### src/rtl/branch_pc_unit.sv
// Fetch-stage PC register with branch/jump redirect and a one-deep redirect hold during stalls.
// Redirect latency 1 cycle when unstalled; a stalled redirect is applied on the first unstalled edge.
module branch_pc_unit #(
    parameter logic [31:0] RESET_PC = 32'h0000_0000,
    parameter int          CNT_W    = 16
) (
    input  logic             clock,
    input  logic             reset_n,
    input  logic             stall,
    input  logic             br_valid,
    input  logic             br_taken,
    input  logic [31:0]      br_pc_plus4,
    input  logic [31:0]      br_offset_sh,
    input  logic             jmp_valid,
    input  logic [31:0]      jmp_target,
    output logic [31:0]      pc,
    output logic [31:0]      pc_plus4,
    output logic             flush,
    output logic             redirect_pending,
    output logic [CNT_W-1:0] redirect_cnt,
    output logic             err_misalign
);

    localparam logic [0:0] RUN  = 1'b0;
    localparam logic [0:0] HOLD = 1'b1;

    logic [0:0]  state;
    logic [31:0] pend_tgt;
    logic        br_redirect;
    logic        redirect_req;
    logic [31:0] br_target;
    logic [31:0] req_target;
    logic [31:0] load_tgt;

    // The branch is older than the jump in ID, so it wins and the jump is squashed.
    assign br_redirect  = br_valid & br_taken;
    assign redirect_req = br_redirect | jmp_valid;
    assign br_target    = br_pc_plus4 + br_offset_sh;
    assign req_target   = br_redirect ? br_target : jmp_target;
    assign load_tgt     = {req_target[31:2], 2'b00};

    assign flush            = redirect_req;
    assign pc_plus4         = pc + 32'd4;
    assign redirect_pending = (state == HOLD);

    always_ff @(posedge clock) begin
        if (!reset_n) begin
            pc           <= {RESET_PC[31:2], 2'b00};
            state        <= RUN;
            pend_tgt     <= 32'h0;
            redirect_cnt <= '0;
            err_misalign <= 1'b0;
        end else begin
            case (state)
                RUN: begin
                    if (redirect_req) begin
                        if (stall) begin
                            pend_tgt <= load_tgt;
                            state    <= HOLD;
                        end else begin
                            pc <= load_tgt;
                        end
                    end else if (!stall) begin
                        pc <= pc_plus4;
                    end
                end
                HOLD: begin
                    if (stall) begin
                        if (redirect_req) begin
                            pend_tgt <= load_tgt;
                        end
                    end else begin
                        // A fresh redirect is younger than the held one and supersedes it.
                        pc    <= redirect_req ? load_tgt : pend_tgt;
                        state <= RUN;
                    end
                end
                default: state <= RUN;
            endcase

            if (redirect_req && (redirect_cnt != {CNT_W{1'b1}})) begin
                redirect_cnt <= redirect_cnt + 1'b1;
            end
            if (redirect_req && (req_target[1:0] != 2'b00)) begin
                err_misalign <= 1'b1;
            end
        end
    end

endmodule

### config.mk
export PLATFORM = sky130hd
export DESIGN_NAME = branch_pc_unit
export DESIGN_NICKNAME = d
export VERILOG_FILES = /design/src/rtl/branch_pc_unit.sv
export SDC_FILE = /design/constraint.sdc
export NUM_CORES = 1
export LEC_CHECK = 0
export ABC_AREA = 0
export CORE_MARGIN = 4
export CORE_UTILIZATION = 44
export CTS_CLUSTER_DIAMETER = 100
export CTS_CLUSTER_SIZE = 40
export DETAILED_ROUTE_END_ITERATION = 6
export PLACE_DENSITY = 0.86
export SKIP_LAST_GASP = 1
export SYNTH_ARGS = -nofsm -noshare
export SYNTH_HDL_FRONTEND = slang
export SYNTH_SLANG_ARGS = --single-unit
export TNS_END_PERCENT = 5
### constraint.sdc
create_clock -name clock -period 2.55 [get_ports clock]
set_clock_uncertainty 0.05 [all_clocks]
set_input_delay 0.255 -clock clock [delete_from_list [all_inputs] [get_ports clock]]
set_output_delay 0.255 -clock clock [all_outputs]
set_load 0.05 [all_outputs]
==> results.toml <==
[placement]
dpl.hpwl_mm = 17.2
place_ws_ns = -0.721
dp_cells = 1259
routabilityCongestion = 0.930
portBuffers = 184

[status]
run_status = "complete, but fails checks"
failed_checks = "setup timing"

[yosys]
synth.area.top_cells = "dfxtp_1, a21oi_1, ha_1, o21ai_0, nand2_1"
synth_top_flop_cell = "dfxtp_1"
synthDominantCellAreaShare_pct = 26.4
synth_largest_area_cell = "dfxtp_1"
syn-cell-area_mm2 = 0.00622
edff_count_synth = 0
synthesis.yosys.warnings = 0
syn_avg_cell_area_um2 = 7.52
mappedNetlistNets = 963
yosys.cell_types.count = 67
flip_flop_and_latch_count_after_synthesis = 82
synth_async_sr_flop_share_pct = 0
postSynthCellCount = 827
synth_sequential_area_ratio_pct = 26.4

[flow_run]
cap_violations = 0

[layout]
most_common_library_cell_in_the_layout_ignoring_fill_and_taps = "clkdlybuf4s50_1"
final.fill_count = 968
top_library_cells_by_usage_in_the_layout_fill_and_taps_aside = "clkdlybuf4s50_1, buf_4, a21oi_1"
final_net_count = 1234
drive_above_1_share_pct = 24.0
layoutNonFillerInstCount = 1284
syn2layout_area_growth_pct = 59.4

[die]
die-width_um = 127
core_area_mm2 = 0.0139
row_cnt = 43
initial_core_utilization_pct = 44.8
dieArea_mm2 = 0.0161
fp.dieH_um = 127
num_io_pins = 185

[timing]
grt_setup_unrepaired = "yes"
final_min_period_over_clock_period_pct = 102
report.final.slew_viol_count = 0
finalHoldWorstSlack_ns = 0.370
final.setup.tns_ns = -0.0471
report.final.hold_viol_count = 0
slew-limit-headroom_pct = 56.1
setup_viol = 1
layout_setup_ws_ns = -0.0471
final.min_clock_period_ns = 2.60
worstMarginPinSlew_ns = 0.658
achievable-frequency_ghz = 0.385

[clocking]
tritoncts = "done"
holdBufCountCts = 0
clock_tree.root_cell = "clkbuf_16"
numCtsBuffers = 9
clkSinkCount = 82
clock_tree.buffer_depth = 2
cts_max_level = 3
clk-insertion-delay-late_ns = 0.34
cts.reportedPaths.clkPinSlew_ns = 0.07

[worst_setup_path]
startpoint_type = "input port"
cp_num_cells = 13
cp_cell_sequence = "clkbuf_2 -> ha_4 -> fa_2 -> a21o_1 -> a221oi_4 -> o211a_1 -> nor2_2 -> buf_4 -> a31oi_1 -> xor2_1 -> nor2_1 -> o21ai_0 -> a21oi_1"
worstReg2RegStart = "pc[19]"
critical_path_required_ns = 2.74
timing.critical_path.buf_inv = 2
timing.rr.end = "pc[26]"
worstSetupEndpointType = "flop"
critical_path_class = "in -> reg"
timing.reg2reg.setup_slack_ns = 0.15
slowest_delay_ns = 0.38
critical_path.max_fanout = 2
cpLargestDelayFamily = "compound AO/OA/AOI/OAI gates"
timing.critical_path.slowest_stage_cell = "fa_2"
worstRegToRegCells = 9
cp_data_arrival_time_ns = 2.79

[route]
ant_nets = 0
first_pass_iters = 5
initial_drc_count = 800
drc_errors = 0
via_per_inst = 5.95
routed_wire_length_mm = 24.1
vias = 7639
routed_wire_length_per_instance_um = 18.8

[grt]
antenna_found_initial = 1
grt_pass1_wl_mm = 36.7
grt_overflow_total = 0
track_usage_pct = 27.8
grt_max_degree = 33
number_of_global_route_vias_before_repair = 7481

[min_path]
hold-path-endpoint = "err_misalign"
hold_path_class = "in -> reg"
worst_hold_start = "br_pc_plus4[0]"
min_delay_path_depth = 6

[power]
power_per_cell_area_mw_per_mm2 = 483
p_leak_uw = 0.00417
ir_worst_vdd_mv = 0.261
[metrics by stage]
stage | utilization (%) | power (uW) | area (um^2)
6_report | 71.4 | 4790 | 9910
4_1_cts | 69.9 | 4690 | 9700
2_1_floorplan | - | 2510 | 6400
3_3_place_gp | 67.1 | 3280 | 9310
3_5_place_dp | 67.1 | 3320 | 9310
5_1_grt | 71.4 | 4970 | 9910
[Yosys cell counts, drive strengths merged, types with 3 or more instances]
cell and count:
o211ai 6, nor2 82, ha 33, o21ai 74
xnor2 36, nand3 24, o31ai 4, nand2 88
or3 5, nor4 5, a21o 20, a31oi 8
and2 5, inv 8, and3 18, o211a 4
nand4 18, buf 9, mux2 6, dfxtp 82
clkbuf 44, nand2b 6, nor3 14, o21bai 4
and4 3, a311oi 5, mux2i 22, a211oi 20
a21oi 106, nor2b 4, xor2 33, a221oi 6
[worst max-delay path by stage]
stage / start / slack [ns] / to
6_report: br_offset_sh[0] / -0.05 / pc[16]
5_1_grt: br_offset_sh[0] / -0.16 / pc[16]
4_1_cts: br_offset_sh[5] / -0.03 / pc[20]
3_5_place_dp: br_pc_plus4[0] / -0.72 / pc[20]
3_3_place_gp: br_pc_plus4[0] / -0.66 / pc[20]
2_1_floorplan: br_pc_plus4[0] / -0.1 / pc[20]
[per-layer routing]
metal	GRT usage, %	wire [um]
met5	0	0
met4	13.2	1220
met3	5.85	2700
met2	46.9	11100
met1	33.7	9090
[cells by family after synthesis]
group	synth area share, %
multiplexers	4.63
AO/OA/AOI/OAI	27.0
buffers and inverters	4.08
adder cells (fa/ha/maj)	6.96
XOR/XNOR	9.84
AND/OR/NAND/NOR	21.1
flip-flops	26.4
[worst register-to-register path, cell delays in order (launching register included)]
cell and delay (ns):
dfxtp_4 0.40, and4_1 0.27, and3_1 0.23, and3_1 0.21, nand2_1 0.08, nor2_1 0.26
xor2_4 0.13, mux2_2 0.28, a221oi_1 0.24, a21oi_1 0.12
[what timing repair did]
| item | 4_1_cts | 5_1_grt |
|---|---|---|
| setup endpoints to repair | 26 | 42 |
| buffers inserted | 3 | 5 |
| pin swaps | 19 | 21 |
| resized for setup | 16 | 41 |
[state kept, by name, indices dropped and copies added, names as in the netlist]
signal and count:
err_misalign 1, pend_tgt 32, redirect_pending 1, pc 32, redirect_cnt 16
[layout make-up]
type / instances / area, um^2 / share of cell area [%]
multi-input cells: 682 / 4700 / 47.4
well taps: 180 / 225 / 2.27
diodes: 1 / 2.50 / 0.0252
inverters: 10 / 37.5 / 0.379
repair buffers: 313 / 2960 / 29.8
clock inverters: 4 / 28.8 / 0.290
clock buffers: 12 / 289 / 2.92
flip-flops and latches: 82 / 1670 / 16.9
[power breakdown]
group | internal, uW | leakage (uW) | switching, uW | total (uW)
combinational | 882 | 0.00333 | 1070 | 1960
clock | 807 | 0.000151 | 556 | 1360
sequential | 1370 | 0.000681 | 103 | 1470
total | 3060 | 0.00417 | 1730 | 4790
Note: power is estimated with default switching activity, not from simulation.
